<file path="src/rtl/tick_gen_pkg.sv">
// tick_gen_pkg
// Shared definitions for the tick_gen clock-enable generator.
//   state_t         : control FSM states (IDLE, RUN, PEND)
//   CNT_W_DEF       : default divider / counter width
//   DIV_DEFAULT_DEF : default divide ratio after reset
package tick_gen_pkg;

  typedef enum logic [1:0] {
    IDLE = 2'd0,  // stopped, counter held at 0
    RUN  = 2'd1,  // generating ticks with the active ratio
    PEND = 2'd2   // generating ticks, a new ratio waits for the period end
  } state_t;

  localparam int CNT_W_DEF       = 32;
  localparam int DIV_DEFAULT_DEF = 4;

endpackage

</file>
<file path="src/rtl/tick_gen_period.sv">
// tick_gen_period
// Period counter for tick_gen. Counts 0 .. i_div-1 while running and
// flags the last count of each period.
// Ports:
//   fastclk  in   clock, rising edge
//   reset_l  in   asynchronous active-low reset
//   i_clear  in   force the counter to 0 (wins over i_run)
//   i_run    in   count this cycle
//   i_div    in   CNT_W  active divide ratio (never 0)
//   o_wrap   out  high while running and counter == i_div-1
module tick_gen_period #(
  parameter int CNT_W = 32
) (
  input  logic             fastclk,
  input  logic             reset_l,
  input  logic             i_clear,
  input  logic             i_run,
  input  logic [CNT_W-1:0] i_div,
  output logic             o_wrap
);

  localparam logic [CNT_W-1:0] ONE = CNT_W'(1);

  logic [CNT_W-1:0] r_cnt;
  logic             w_at_end;

  assign w_at_end = (r_cnt == (i_div - ONE));
  // Wrap is qualified by i_run only, not by i_clear, so a period that ends
  // on the same edge as a stop request still produces its tick.
  assign o_wrap   = i_run & w_at_end;

  always_ff @(posedge fastclk or negedge reset_l) begin
    if (!reset_l) begin
      r_cnt <= '0;
    end else if (i_clear) begin
      r_cnt <= '0;
    end else if (i_run) begin
      r_cnt <= w_at_end ? '0 : (r_cnt + ONE);
    end
  end

endmodule

</file>
<file path="src/rtl/tick_gen.sv">
// tick_gen
// Programmable clock-enable generator: a one-cycle tick every DIV fastclk
// cycles, a slowclk square wave toggling on every tick, and a wrapping
// tick counter. The ratio is reloaded through a valid/ready handshake and
// only takes effect on a period boundary (or when the generator stops).
// Optional build macro: TICK_GEN_ASSERT_EN adds assertions and cover points.
// Ports:
//   fastclk     in   sole clock, rising edge
//   reset_l     in   asynchronous active-low reset
//   enable      in   1 = generate ticks, 0 = idle
//   div_valid   in   new ratio offered
//   div_value   in   CNT_W offered ratio (0 is rejected, sets err_zero)
//   div_ready   out  ratio can be accepted this cycle (low only in PEND)
//   tick        out  one-cycle pulse at each period end
//   slowclk     out  toggles on every tick
//   tick_count  out  TCNT_W ticks since reset, wraps
//   err_zero    out  sticky: a zero ratio was offered
//   busy        out  state != IDLE
module tick_gen
  import tick_gen_pkg::*;
#(
  parameter int CNT_W       = CNT_W_DEF,
  parameter int DIV_DEFAULT = DIV_DEFAULT_DEF,
  parameter int TCNT_W      = 32
) (
  input  logic              fastclk,
  input  logic              reset_l,
  input  logic              enable,
  input  logic              div_valid,
  input  logic [CNT_W-1:0]  div_value,
  output logic              div_ready,
  output logic              tick,
  output logic              slowclk,
  output logic [TCNT_W-1:0] tick_count,
  output logic              err_zero,
  output logic              busy
);

  localparam logic [CNT_W-1:0]  DIV_INIT = CNT_W'(DIV_DEFAULT);
  localparam logic [TCNT_W-1:0] TCNT_ONE = TCNT_W'(1);

  state_t              r_state;
  state_t              w_state_next;
  logic [CNT_W-1:0]    r_div;
  logic [CNT_W-1:0]    w_div_next;
  logic [CNT_W-1:0]    r_pend;
  logic [CNT_W-1:0]    w_pend_next;
  logic                r_tick;
  logic                r_slowclk;
  logic [TCNT_W-1:0]   r_tick_count;
  logic                r_err_zero;

  logic w_run;
  logic w_clear;
  logic w_wrap;
  logic w_accept;
  logic w_zero;
  logic w_load;

  assign w_run    = (r_state != IDLE);
  // Stopping clears the counter at the same edge the state returns to IDLE.
  assign w_clear  = (r_state == IDLE) | ~enable;

  assign div_ready = (r_state != PEND);
  assign w_accept  = div_valid & div_ready;
  assign w_zero    = (div_value == '0);
  assign w_load    = w_accept & ~w_zero;

  tick_gen_period #(
    .CNT_W (CNT_W)
  ) u_period (
    .fastclk (fastclk),
    .reset_l (reset_l),
    .i_clear (w_clear),
    .i_run   (w_run),
    .i_div   (r_div),
    .o_wrap  (w_wrap)
  );

  // Next-state and ratio bookkeeping.
  always_comb begin
    w_state_next = r_state;
    w_div_next   = r_div;
    w_pend_next  = r_pend;
    case (r_state)
      IDLE: begin
        // A ratio accepted together with the enable rise governs the
        // very first period.
        if (w_load) w_div_next = div_value;
        if (enable) w_state_next = RUN;
      end
      RUN: begin
        if (!enable) begin
          // Stopping: nothing to wait for, apply the new ratio directly.
          w_state_next = IDLE;
          if (w_load) w_div_next = div_value;
        end else if (w_load) begin
          w_pend_next  = div_value;
          w_state_next = PEND;
        end
      end
      PEND: begin
        if (!enable) begin
          w_state_next = IDLE;
          w_div_next   = r_pend;
        end else if (w_wrap) begin
          w_state_next = RUN;
          w_div_next   = r_pend;
        end
      end
      default: w_state_next = IDLE;
    endcase
  end

  always_ff @(posedge fastclk or negedge reset_l) begin
    if (!reset_l) begin
      r_state <= IDLE;
    end else begin
      r_state <= w_state_next;
    end
  end

  always_ff @(posedge fastclk or negedge reset_l) begin
    if (!reset_l) begin
      r_div        <= DIV_INIT;
      r_pend       <= '0;
      r_tick       <= 1'b0;
      r_slowclk    <= 1'b0;
      r_tick_count <= '0;
      r_err_zero   <= 1'b0;
    end else begin
      r_div  <= w_div_next;
      r_pend <= w_pend_next;
      r_tick <= w_wrap;
      if (w_wrap) begin
        r_slowclk    <= ~r_slowclk;
        r_tick_count <= r_tick_count + TCNT_ONE;
      end
      if (w_accept && w_zero) r_err_zero <= 1'b1;
    end
  end

  assign tick       = r_tick;
  assign slowclk    = r_slowclk;
  assign tick_count = r_tick_count;
  assign err_zero   = r_err_zero;
  assign busy       = (r_state != IDLE);

`ifdef TICK_GEN_ASSERT_EN
  // Back-to-back ticks are legal only when the period that produced the
  // second one had a ratio of 1.
  a_tick_spacing: assert property (@(posedge fastclk) disable iff (!reset_l)
    (r_tick && $past(r_tick)) |-> ($past(r_div) == CNT_W'(1)));
  a_ready_pend: assert property (@(posedge fastclk) disable iff (!reset_l)
    !div_ready |-> (r_state == PEND));
  a_div_nonzero: assert property (@(posedge fastclk) disable iff (!reset_l)
    r_div != '0);
  c_reload: cover property (@(posedge fastclk) disable iff (!reset_l)
    (r_state == PEND) && (w_state_next == RUN));
  c_err_rise: cover property (@(posedge fastclk) disable iff (!reset_l)
    $rose(r_err_zero));
  c_count_wrap: cover property (@(posedge fastclk) disable iff (!reset_l)
    w_wrap && (r_tick_count == '1));
`else
`endif

endmodule

</file>
<file path="config.mk">
export PLATFORM = sky130hd
export DESIGN_NAME = tick_gen
export DESIGN_NICKNAME = d
export VERILOG_FILES = /design/src/rtl/tick_gen_pkg.sv /design/src/rtl/tick_gen_period.sv /design/src/rtl/tick_gen.sv
export SDC_FILE = /design/constraint.sdc
export NUM_CORES = 1
export LEC_CHECK = 0
export BUFFER_PORTS_ARGS = -buffer_cell sky130_fd_sc_hd__buf_2
export CORE_MARGIN = 2
export CORE_UTILIZATION = 55
export CTS_BUF_LIST = sky130_fd_sc_hd__clkbuf_8
export CTS_CLUSTER_SIZE = 40
export DETAILED_ROUTE_END_ITERATION = 10
export GPL_ROUTABILITY_DRIVEN = 0
export PLACE_DENSITY = 0.74
export SLEW_MARGIN = 5
export SYNTH_ARGS = -nofsm -noshare
export SYNTH_HDL_FRONTEND = slang
export SYNTH_SLANG_ARGS = --single-unit
</file>
<file path="constraint.sdc">
create_clock -name fastclk -period 10.7 [get_ports fastclk]
set_clock_uncertainty 0.15 [all_clocks]
set_input_delay 1.07 -clock fastclk [delete_from_list [all_inputs] [get_ports fastclk]]
set_output_delay 1.07 -clock fastclk [all_outputs]
set_load 0.1 [all_outputs]
</file>
==> summary.md <==
| Metric | Value |
|---|---|
| Crit path max fanout | `44` |
| WP depth | `10` |
| Drt via density | `6.205` |
| First-pass GRT wire length | `33630 um` |
| Worst-skew pair later-pin latency | `460 ps` |
| Area Overhead vs Synth | `8.992%` |
| Reg-to-reg critical path endpoint | `tick_count[1]` |
| Routed WL | `20330 um` |
| Final slew viol count | `0` |
| Layout filler cell count | `1308` |
| Yosys top cell by area | `dfrtp_1` |
| Final nets | `975` |
| Final Critical Period | `4711 ps` |
| CP cell instances | `inv_1 -> ha_1 -> or3b_1 -> or4_1 -> or4b_1 -> and3_1 -> a211oi_2 -> nand4_4 -> nor3_4 -> mux2_2` |
| Synth top area cells | `dfrtp_1, xnor2_1, nor3_1` |
| Status | `finished clean` |
| Reg area | `3329 um^2` |
| Worst vdd ir | `0.1406 mV` |
| Clock-pin slew on the worst setup and hold paths | `80 ps` |
| Crit end category | `flop` |
| Area share of the largest cell type after synthesis | `39.30%` |
| MaxCap Viol Count | `0` |
| Via count | `7049` |
| Worst-case clock buffer depth | `2` |
| Hold buffers post-CTS | `0` |
| Share of cells above drive strength 1 | `17.83%` |
| DR pass1 iterations | `5` |
| Synth Area per Inst | `9.266 um^2` |
| Die Y | `127.6 um` |
| Worst path bufs/invs | `1` |
| Worst Setup Start Kind | `flop` |
| Synth Flop Type | `dfrtp_1` |
| Clk pwr share | `33.5%` |
| WL/cell | `17.90 um` |
| Yosys warnings | `0` |
| Ys async rst share | `100.0%` |
| FF-to-FF setup slack | `5990 ps` |
| Comb power frac | `17.4%` |
| Leak Pwr | `3.786 nW` |
| Sequential power share | `49.1%` |
| Maximum clock rate | `212.3 MHz` |
| # setup viols final | `0` |
| Final hold viol count | `0` |
| R2R depth | `10` |
| Vias in the first global route | `6474` |
| Post-synth cell types | `60` |
| Synthesized instance count | `907` |
| CTS Sinks | `133` |
| CP top delay family | `simple AND/OR/NAND/NOR gates` |
| Worst-Margin Slew | `1121 ps` |
| Yosys reg bits | `133` |
| Syn_nets | `946` |
| Number of synthesized flops with an enable pin | `0` |
| CTS buffer count | `17` |
| RSZ-0062 raised after global routing | `false` |
| Reg2reg start | `r_div[0]` |
| Worst min-delay path startpoint | `slowclk` |
| Diodes inserted | `0` |
| Core ar. | `15090 um^2` |
| Antenna Nets Post-Route | `0` |
| Leading cell types by count after synthesis | `dfrtp_1, nor3_1, nand2_1, nor4_1, xnor2_1` |
| Rows | `45` |
| Dpl hpwl | `13360 um` |
| I/O Pins | `73` |
| Design Area, Final | `9160 um^2` |
| Post-CTS Setup Inserts | `0` |
| Clock root buffer | `clkbuf_8` |
| GRT Overall Usage | `25.64%` |
| Tcrit/Tclk final | `44.03%` |
| Global route overflow | `0` |
| Mapped Area | `8404 um^2` |
| CP Class | `flop to flop` |
| Largest net degree at the start of global routing | `74` |
| CP arrival | `4900 ps` |
| H-tree Lvls | `4` |
| CTS tree | `built` |
| Initial antenna violation count | `0` |
| Hold depth | `1` |
| P_int | `0.8997 mW` |
| First-iteration detailed-routing DRC count | `731` |
| NetSw | `0.4020 mW` |
| Power Dens Cells | `142.1 nW/um^2` |
| Die area | `16290 um^2` |
| Die W | `127.6 um` |
| CP peak stage delay | `690 ps` |
| Final core utilization | `60.70%` |
| Setup TNS | `0 ps` |
| DRC | `0` |
| Req. time, crit path | `10890 ps` |
| Placed Area | `8756 um^2` |
| Initial Util | `55.70%` |
| Critical path's slowest cell | `nand4_4` |
| Relative slew slack | `25.07%` |
| Port-buffer cells | `72` |
| Multi-input logic area | `4727 um^2` |
| Post-synthesis sequential area ratio | `39.62%` |
| Most numerous cell in the Yosys netlist | `dfrtp_1` |
| Switching share of power | `30.88%` |
| CTS resizes | `0` |
| Hold crit path type | `flop to flop` |
| Endpoint, Worst Hold | `slowclk` |
==> per-stage QoR <==
stage	cells	power, mW	hold slack (ps)	setup WS, ps
CTS	1136	1.305	320.2	6011
global placement	1105	0.8616	304.1	6142
global route	1136	1.361	331.5	5673
finish	1136	1.302	320.9	5989
detailed placement	1105	0.8700	306.7	6045
floorplan	907	0.7988	330.0	6985
==> cells by family (layout without fill, tap and decap cells) <==
group,count (synthesis),in the layout,share of synthesized area (%)
muxes,67,67,8.486
buffers and inverters,82,123,4.288
AOI/OAI and AO/OA,109,109,8.769
and+or+nand+nor,411,411,27.77
DFF,133,133,39.62
xor gates and xnor gates,102,102,10.63
adders and majority gates,3,3,0.4467
==> state kept, by name (all words and copies together) (netlist names) <==
name            cells
slowclk             1
r_state             2
tick                1
r_div              32
err_zero            1
u_period.r_cnt     32
r_pend             32
tick_count         32
==> power groups by stage <==
| stage | Sequential (mW) | Clock, mW | Combinational (mW) |
|---|---|---|---|
| finish | 0.639 | 0.436 | 0.226 |
| global route | 0.648 | 0.463 | 0.250 |
| CTS | 0.637 | 0.443 | 0.225 |
| detailed placement | 0.646 | 0 | 0.224 |
| global placement | 0.643 | 0 | 0.219 |
| floorplan | 0.609 | 0 | 0.190 |
==> worst max path at each step <==
stage             start       endpoint
6_report       r_div[0]  tick_count[1]
5_1_grt        r_div[0]  tick_count[1]
4_1_cts        r_div[0]  tick_count[1]
3_5_place_dp   r_div[0]  tick_count[1]
3_3_place_gp   r_div[0]  tick_count[1]
2_1_floorplan  r_div[0]     r_state[1]
==> layout make-up <==
class,count,share of cell area (%)
inverter,14,0.5737
tap,188,2.568
multi-input combinational,692,51.60
sequential,133,36.35
timing repair buffer,78,4.494
clock inverter,13,1.707
clock buffer,18,2.705
==> cell usage in the layout (no fill, tap or decap), types with 3 or more instances in the layout <==
| cell | n |
|---|---|
| dfrtp_1 | 132 |
| nor3_1 | 82 |
| buf_2 | 71 |
| nand2_1 | 62 |
| nor4_1 | 58 |
| xnor2_1 | 58 |
| nand3_1 | 48 |
| xor2_1 | 44 |
| nor2_1 | 42 |
| o21ai_0 | 37 |
| nand2b_1 | 35 |
| mux2_2 | 34 |
| mux2i_1 | 33 |
| a211oi_1 | 31 |
| clkbuf_8 | 18 |
| nand4_1 | 15 |
| inv_1 | 13 |
| and3_1 | 11 |
| a21oi_1 | 10 |
| and4_1 | 7 |
| o21a_1 | 7 |
| and2_1 | 6 |
| nand3b_1 | 6 |
| or4_1 | 6 |
| buf_4 | 6 |
| clkinv_2 | 5 |
| nor4_4 | 4 |
| nor3b_1 | 4 |
| nor4_2 | 4 |
| or3_1 | 4 |
| a31oi_1 | 3 |
| ha_1 | 3 |
| bufinv_16 | 3 |
==> routing by layer <==
layer  part of all wire [%]  GRT usage [%]  up-vias
met4                    1.6          8.920        0
li1                       -              -     3343
met2                     46          37.31      212
met1                     47          37.85     3463
met3                    5.9          5.695       31
met5                      0              0        -
No activity file was read; power rests on OpenSTA's default activity.
